`src/rtl/traffic_phase_scheduler.sv`:
```
// Two-direction intersection sequencer: G1 -> Y1 -> R1 -> G2 -> Y2 -> R2 -> G1.
// A request for the red direction can shorten a green once its minimum time has
// elapsed. Night mode flashes yellow on both directions. All phase timing is
// derived from a 1 s tick prescaler that restarts on every state change.
//
// Lamp encoding is {red,yellow,green}, active-low (0 = lamp on).
// The current state is visible on 'phase' (IDLE=0 .. FLASH=7).
module traffic_phase_scheduler #(
  parameter int unsigned TICK_DIV    = 100_000_000,
  parameter int unsigned GREEN_S     = 20,
  parameter int unsigned YELLOW_S    = 3,
  parameter int unsigned ALLRED_S    = 1,
  parameter int unsigned MIN_GREEN_S = 5
) (
  input  logic       clk,
  input  logic       reset,
  input  logic       req1,
  input  logic       req2,
  input  logic       night,
  output logic [2:0] lt1,
  output logic [2:0] lt2,
  output logic [2:0] phase,
  output logic [7:0] sec_left
);

  typedef enum logic [2:0] {
    S_IDLE  = 3'd0,
    S_G1    = 3'd1,
    S_Y1    = 3'd2,
    S_R1    = 3'd3,
    S_G2    = 3'd4,
    S_Y2    = 3'd5,
    S_R2    = 3'd6,
    S_FLASH = 3'd7
  } state_e;

  localparam int unsigned CW = (TICK_DIV > 1) ? $clog2(TICK_DIV) : 1;
  localparam logic [CW-1:0] CNT_MAX = CW'(TICK_DIV - 1);

  // A green may end at a tick once the elapsed time after that tick reaches
  // MIN_GREEN_S, i.e. while sec_left (before the decrement) is at most this.
  localparam logic [7:0] EARLY_AT = 8'(GREEN_S - MIN_GREEN_S + 1);

  localparam logic [2:0] L_RED = 3'b011;
  localparam logic [2:0] L_YEL = 3'b101;
  localparam logic [2:0] L_GRN = 3'b110;
  localparam logic [2:0] L_OFF = 3'b111;

  state_e        state_q, state_d;
  logic [CW-1:0] cnt_q, cnt_d;
  logic [7:0]    sec_q, sec_d;
  logic          flash_q, flash_d;
  logic          lat1_q, lat1_d;
  logic          lat2_q, lat2_d;
  logic [2:0]    lt1_q, lt1_d;
  logic [2:0]    lt2_q, lt2_d;

  logic tick;
  logic phase_end;
  logic trans;

  assign tick      = (cnt_q == CNT_MAX);
  assign phase_end = tick && (sec_q == 8'd1);
  assign trans     = (state_d != state_q);

  function automatic logic [7:0] phase_len(state_e s);
    case (s)
      S_G1, S_G2: phase_len = 8'(GREEN_S);
      S_Y1, S_Y2: phase_len = 8'(YELLOW_S);
      S_R1, S_R2: phase_len = 8'(ALLRED_S);
      default:    phase_len = 8'd0;
    endcase
  endfunction

  // State and all registered outputs; reset forces the IDLE lamp pattern at once.
  always_ff @(posedge clk or posedge reset) begin
    if (reset) begin
      state_q <= S_IDLE;
      cnt_q   <= '0;
      sec_q   <= 8'd0;
      flash_q <= 1'b0;
      lat1_q  <= 1'b0;
      lat2_q  <= 1'b0;
      lt1_q   <= L_RED;
      lt2_q   <= L_RED;
    end else begin
      state_q <= state_d;
      cnt_q   <= cnt_d;
      sec_q   <= sec_d;
      flash_q <= flash_d;
      lat1_q  <= lat1_d;
      lat2_q  <= lat2_d;
      lt1_q   <= lt1_d;
      lt2_q   <= lt2_d;
    end
  end

  // Next state: timed phases end on the tick where sec_left is 1; night is only
  // consulted at the end of an all-red and continuously while flashing.
  always_comb begin
    state_d = state_q;
    case (state_q)
      S_IDLE:  state_d = S_R2;
      S_G1:    if (phase_end || (tick && lat2_q && (sec_q <= EARLY_AT))) state_d = S_Y1;
      S_Y1:    if (phase_end) state_d = S_R1;
      S_R1:    if (phase_end) state_d = night ? S_FLASH : S_G2;
      S_G2:    if (phase_end || (tick && lat1_q && (sec_q <= EARLY_AT))) state_d = S_Y2;
      S_Y2:    if (phase_end) state_d = S_R2;
      S_R2:    if (phase_end) state_d = night ? S_FLASH : S_G1;
      S_FLASH: if (!night) state_d = S_R2;
      default: state_d = S_IDLE;
    endcase
  end

  // Prescaler, phase timer, flash toggle and request latches.
  always_comb begin
    cnt_d   = (trans || tick) ? '0 : cnt_q + 1'b1;
    sec_d   = sec_q;
    flash_d = flash_q;
    if (trans) begin
      sec_d   = phase_len(state_d);
      flash_d = 1'b0;
    end else if (tick) begin
      if (sec_q != 8'd0) sec_d = sec_q - 8'd1;
      if (state_q == S_FLASH) flash_d = ~flash_q;
    end
    // Clearing on green entry wins over a same-cycle request; a request for
    // the direction already green is dropped.
    lat1_d = lat1_q;
    if (trans && (state_d == S_G1))      lat1_d = 1'b0;
    else if (req1 && (state_q != S_G1))  lat1_d = 1'b1;
    lat2_d = lat2_q;
    if (trans && (state_d == S_G2))      lat2_d = 1'b0;
    else if (req2 && (state_q != S_G2))  lat2_d = 1'b1;
  end

  // Lamp decode from the next state so lamps change in the same cycle as phase.
  always_comb begin
    lt1_d = L_RED;
    lt2_d = L_RED;
    case (state_d)
      S_G1:    lt1_d = L_GRN;
      S_Y1:    lt1_d = L_YEL;
      S_G2:    lt2_d = L_GRN;
      S_Y2:    lt2_d = L_YEL;
      S_FLASH: begin
        lt1_d = flash_d ? L_OFF : L_YEL;
        lt2_d = flash_d ? L_OFF : L_YEL;
      end
      default: ;
    endcase
  end

  assign lt1      = lt1_q;
  assign lt2      = lt2_q;
  assign phase    = state_q;
  assign sec_left = sec_q;

endmodule
```
`config.mk`:
```
export PLATFORM = sky130hd
export DESIGN_NAME = traffic_phase_scheduler
export DESIGN_NICKNAME = d
export VERILOG_FILES = /design/src/rtl/traffic_phase_scheduler.sv
export SDC_FILE = /design/constraint.sdc
export NUM_CORES = 1
export LEC_CHECK = 0
export ABC_CLOCK_PERIOD_IN_PS = 6300
export CORE_UTILIZATION = 35
export DETAILED_ROUTE_END_ITERATION = 12
export GPL_TIMING_DRIVEN = 0
export PLACE_DENSITY = 0.53
export SLEW_MARGIN = 30
export SYNTH_ARGS = -nofsm -noshare
export SYNTH_HDL_FRONTEND = slang
export SYNTH_SLANG_ARGS = --single-unit
export TNS_END_PERCENT = 1
```
`constraint.sdc`:
```
create_clock -name clk -period 6.3 [get_ports clk]
set_clock_uncertainty 0.05 [all_clocks]
set_input_delay 1.26 -clock clk [delete_from_list [all_inputs] [get_ports clk]]
set_output_delay 1.26 -clock clk [all_outputs]
set_load 0.01 [all_outputs]
```
==> results of run 1 <==
[cells by family (layout without fill, tap and decap cells)]
kind of cell / Yosys count / count (layout) / share of synthesized area
adder cells (fa/ha/maj): 4 / 4 / 0.01876
XOR/XNOR: 31 / 31 / 0.1018
AND/OR/NAND/NOR: 144 / 144 / 0.2763
flip-flops: 47 / 47 / 0.4428
AO/OA/AOI/OAI: 42 / 42 / 0.1187
multiplexers: 1 / 1 / 0.003752
buffers and inverters: 24 / 53 / 0.03799
[sequential cells by signal, indices dropped and copies added, names as in the netlist]
name,flops
phase,3
lat1_q,1
sec_left,8
cnt_q,27
lat2_q,1
lt1,3
flash_q,1
lt2,3
[per-layer routing]
metal  up-vias  GRT usage  wire length (um)
li1       1076          -                 -
met1       997     0.2507              3093
met2        38     0.2464              2572
met3         6    0.03047               195
met4         0    0.04329                52
met5         -          0                 0
[power groups by stage]
| stage | Combinational, mW | Sequential (mW) | Clock (mW) |
|---|---|---|---|
| floorplan | 0.174 | 0.405 | 0 |
| global placement | 0.268 | 0.405 | 0 |
| detailed placement | 0.272 | 0.406 | 0 |
| CTS | 0.276 | 0.399 | 0.192 |
| global route | 0.307 | 0.409 | 0.208 |
| finish | 0.272 | 0.399 | 0.183 |
[per-stage QoR]
step	hold slack, ns	util
2_1_floorplan	0.4047	-
6_report	0.4407	0.4236
5_1_grt	0.4622	0.4236
3_5_place_dp	0.4333	0.4120
4_1_cts	0.4462	0.4236
3_3_place_gp	0.4226	0.4116
[placed cells by master (no fill, tap or decap), types with 7 or more instances in the layout]
master	synthesis	final
and3_1	7	7
clkbuf_1	6	7
dfrtp_1	43	43
nand4_1	11	11
nand3_1	21	21
clkdlybuf4s50_1	0	21
xnor2_1	13	13
a21oi_1	14	14
inv_1	11	10
nand2_1	19	19
nor2_1	51	51
xor2_1	18	18
[cell type report]
class	instances	area, um2
multi-input cells	222	1385
well taps	99	123.9
plain buffers	13	60.06
inverters	11	43.79
flip-flops and latches	47	1181
repair buffers	21	210.2
clock inverters	2	12.51
clock buffers	6	72.57
fillers	771	4203
[how the worst max path moves through the flow]
| stage | cells after the start | startpoint | slack, ns | end |
|---|---|---|---|---|
| final | 9 | night | 3.02 | sec_left[4] |
| after global routing | 9 | night | 2.93 | sec_left[1] |
| after CTS | 9 | night | 3.04 | sec_left[1] |
| after detailed placement | 9 | night | 2.75 | sec_left[4] |
| after global placement | 9 | night | 2.72 | sec_left[4] |
| after floorplan | 7 | night | 3.47 | lt1[1] |
[cells in the mapped netlist, types with 6 or more instances]
cell,count,area [um2]
a21oi_1,14,70.07
and3_1,7,43.79
clkbuf_1,6,22.52
dfrtp_1,43,1076
inv_1,11,41.29
nand2_1,19,71.32
nand3_1,21,105.1
nand4_1,11,68.82
nor2_1,51,191.4
xnor2_1,13,113.9
xor2_1,18,157.7
[worst reg2reg max path: cells and delay by family (launching register included)]
family / cells / cell delay [ns]
compound gates: 1 / 0.28
flops: 1 / 0.42
buf+inv: 2 / 0.41
fa+ha+maj: 1 / 0.20
simple gates: 6 / 1.38
==> results.cfg, run 1 <==
[cts]
cts_hold_buffers = 0
cts-buffers-inserted = 5
cts_setup_buffers = 0
clock_insertion_delay_worst_skew_ns = 0.30
cts_tree = built
worst_setup_hold_path_clk_slew_ns = 0.09
cts.repair.resized = 0
root_buffer = clkbuf_8
ctsHtreeMaxLevel = 2
cts_sinks = 47
max_clock_buf_depth = 2

[floorplan]
initial_utilization = 0.3658
dieWidth_um = 89.30
io_pins = 22
rows = 31
fp.coreArea_um2 = 7292
die_y_um = 89.30
die_area_um2 = 7974

[flow_run]
maxCapViolations = 0

[power_and_ir_drop]
share_clk_of_total_power = 0.215
power.density_cell_area_nw_per_um2 = 276.6
ir_drop_v = 0.0001457
pwr-share-comb = 0.318
leakage_nw = 1.294
internal_mw = 0.5525
power.share.switching = 0.3533
pwr-share-seq = 0.467
netSwitchingPower_mw = 0.3019
total_power_mw = 0.8544

[sta]
grt_setup_unrepaired = no
fmax_mhz = 304.6
slew_headroom = 0.5715
final_min_period_over_clock_period = 0.5211
final_critical_path_setup_slack_ns = 3.017
final_setup_violations = 0
totalNegativeSetupSlack_ns = 0
finalWorstPathRequiredPeriod_ns = 3.283
transition_time_at_the_pin_with_the_least_slew_margin_ns = 0.6415
hold_viol_final = 0
slew_violations = 0

[synth]
async_reset_ff_frac = 1.000
yosys_warnings = 0
synth-edff-count = 0
synth.net_count = 302
post_synth_num_cell_types = 53
syn-mean-instance-area_um2 = 9.104
synth.cell_area_um2 = 2668
postSynthCellCount = 293
ys_dominant_reg_cell = dfrtp_1
yosysSeqAreaShare = 0.4428
ys_seq_elements = 47

[setup_path]
number_of_buffers_and_inverters_on_the_critical_path = 2
critPathKind = in -> reg
worstRegToRegCells = 10
worst-r2r-setup-slack_ns = 3.44
reg2reg_from = sec_left[1]
crit_path_cell_trace = clkdlybuf4s50_1 > or2_2 > or2_2 > a31o_2 > a21oi_1 > a22o_1 > buf_2 > nor2_1 > nor2_1
crit_path_max_incr_delay_ns = 0.46
crit-reg2reg-capture = cnt_q[22]
crit_family = simple AND/OR/NAND/NOR gates
cp.arrival_ns = 3.45
worst_setup_end_kind = flop
crit_path_start_kind = input pin
timing.critical_path.fanout_max = 10
worst-endpoint-required_ns = 6.47
crit_slowest_cell = clkdlybuf4s50_1

[route]
post_drt_wl_per_cell_um = 14.05
post_drt_via_cell_ratio = 5.029
drtAntennaViolNets = 0
route.final.wire_length_mm = 5.913
detailedRoute.firstPassIterationCount = 4
drc_errors = 0
first_iter_violations = 161
vias_after_detailed_routing = 2117

[global_routing]
grt_usage = 0.1672
grt_antenna_before_repair = 0
first_global_vias = 2057
grt_start_max_net_pins = 48
grt_remaining_overflow = 0
grt_first_pass_wirelength_mm = 10.27

[place]
place_hpwl_mm = 4.235
postPlaceCellArea_um2 = 3004
portBuffers = 21
placed_cells = 413
detailedPlace.worstSlack_ns = 2.750
gpl.final_weighted_congestion = 0.9355

[cells_and_area]
design_area_um2 = 3089
post_layout_nonfiller_instances = 421
final_layout_size_suffix_gt1_frac = 0.09627
antenna-diode-count = 0
nets = 330
area_growth_syn_to_layout_pct = 15.81

[worst_hold_path]
worst_hold_startpoint = cnt_q[0]
classification_of_the_worst_slack_hold_path = reg -> reg
cell_depth_of_the_worst_hold_path = 1
worstHoldEndpoint = cnt_q[0]

[outcome]
outcome = finished, final reports clean
No activity file was read; power rests on OpenSTA's default activity.
==> run 2: changes to the inputs <==
ABC_CLOCK_PERIOD_IN_PS = 2700   (was 6300)
PLACE_DENSITY = 0.55   (was 0.53)
clock period = 2.7 ns   (was 6.3 ns; I/O delays follow)
==> results.cfg, run 2 (synthesis gave the netlist of run 1 again) <==
[outcome]
outcome = finished, final reports clean

[sta]
final_setup_violations = 0
hold_viol_final = 0
fmax_mhz = 384.5
slew_violations = 0
slew_headroom = 0.6044
transition_time_at_the_pin_with_the_least_slew_margin_ns = 0.5934
finalWorstPathRequiredPeriod_ns = 2.601
final_critical_path_setup_slack_ns = 0.09935
final_min_period_over_clock_period = 0.9632
grt_setup_unrepaired = yes

[setup_path]
setup.worst_path.end = sec_left[1]
crit_start = sec_left[1]
worst-endpoint-required_ns = 2.88
cp.arrival_ns = 2.78
timing.critical_path.fanout_max = 10
crit_path_start_kind = flop
critPathKind = reg -> reg
crit-reg2reg-capture = sec_left[1]
worst-r2r-setup-slack_ns = 0.1
worst_setup_end_kind = flop
reg2reg_from = sec_left[1]
worstRegToRegCells = 10

[place]
placed_cells = 413
gpl.final_weighted_congestion = 0.9070
portBuffers = 21
detailedPlace.worstSlack_ns = -0.1907
place_hpwl_mm = 4.183

[cells_and_area]
regMostFlops = cnt_q
final_core_utilization = 0.4470
commonest_non_fill_non_tap_cells_in_the_layout = nor2_1, dfrtp_1, clkdlybuf4s50_1
post_layout_nonfiller_instances = 431
area_growth_syn_to_layout_pct = 22.19
final.fill_count = 744
largest_register_ffs = 27
final_common_cell = nor2_1
antenna-diode-count = 0
final_layout_size_suffix_gt1_frac = 0.1566
nets = 340

[floorplan]
rows = 31
die_area_um2 = 7974
dieWidth_um = 89.30
fp.coreArea_um2 = 7292
initial_utilization = 0.3658
io_pins = 22
die_y_um = 89.30

[global_routing]
grt_first_pass_wirelength_mm = 10.12
grt_start_max_net_pins = 48
grt_usage = 0.1673
first_global_vias = 2132
grt_remaining_overflow = 0
grt_antenna_before_repair = 0

[route]
route.final.wire_length_mm = 6.203
detailedRoute.firstPassIterationCount = 4
first_iter_violations = 183
vias_after_detailed_routing = 2230
drtAntennaViolNets = 0
post_drt_wl_per_cell_um = 14.39
post_drt_via_cell_ratio = 5.174
drc_errors = 0

[cts]
cts_tree = built
cts-buffers-inserted = 5
cts_hold_buffers = 0
max_clock_buf_depth = 2
ctsHtreeMaxLevel = 2
cts_sinks = 47
worst_setup_hold_path_clk_slew_ns = 0.09
clock_insertion_delay_worst_skew_ns = 0.30
root_buffer = clkbuf_8

[flow_run]
maxCapViolations = 0

[power_and_ir_drop]
power.density_cell_area_nw_per_um2 = 645.4
ir_drop_v = 0.0003288
leakage_nw = 1.371

[worst_hold_path]
classification_of_the_worst_slack_hold_path = reg -> reg
cell_depth_of_the_worst_hold_path = 1
==> run 2: cell type report <==
type	count	area [um2]	share of cell area
Inverter	11	43.79	0.01344
Clock buffer	8	100.1	0.03071
Timing Repair Buffer	31	285.3	0.08752
Multi-Input combinational cell	222	1449	0.4445
Buffer	13	76.32	0.02342
Sequential cell	47	1181	0.3624
Tap cell	99	123.9	0.03800
==> run 2: critical path, cell delays in order, from the launching register on <==
cell      delay (ns)
dfrtp_1         0.43
inv_2           0.09
ha_2            0.19
or4b_4          0.51
nor2_4          0.16
nand4_1         0.21
a32oi_2         0.28
a22o_1          0.21
clkbuf_4        0.22
nor2_1          0.06
a21oi_1         0.11
==> run 2: what timing repair did <==
item / 4_1_cts / 5_1_grt
setup buffers: 3 / 7
cloned: 0 / 0
pin swaps: 1 / 6
endpoints found under the setup margin: 27 / 32
gates resized for setup: 7 / 13
==> run 2: worst min path at each step <==
stage,end,start
after floorplan,cnt_q[0],cnt_q[0]
after global placement,cnt_q[0],cnt_q[0]
after detailed placement,cnt_q[0],cnt_q[0]
after CTS,cnt_q[0],cnt_q[0]
after global routing,cnt_q[0],cnt_q[0]
final,cnt_q[0],cnt_q[0]
==> run 2: where the power goes <==
part	switching (mW)	internal (mW)	total, mW
logic	0.357	0.331	0.688
registers	0.131	0.810	0.941
clock network	0.240	0.234	0.475
==> run 2: through the flow <==
stage | setup TNS, ns | instance area, um2 | power [mW] | hold slack, ns
after floorplan | 0 | 2668 | 1.352 | 0.4047
after global placement | -5.394 | 3002 | 1.563 | 0.4243
after detailed placement | -4.635 | 3004 | 1.570 | 0.4330
after CTS | 0 | 3151 | 2.062 | 0.4436
after global routing | -0.09400 | 3259 | 2.237 | 0.4785
final | 0 | 3259 | 2.103 | 0.4517
==> run 2: layer usage <==
metal | vias up | part of all wire | track usage
li1 | 1095 | - | -
met1 | 1076 | 0.50 | 0.2412
met2 | 47 | 0.44 | 0.2498
met3 | 12 | 0.040 | 0.03139
met4 | 0 | 0.018 | 0.05916
met5 | - | 0 | 0
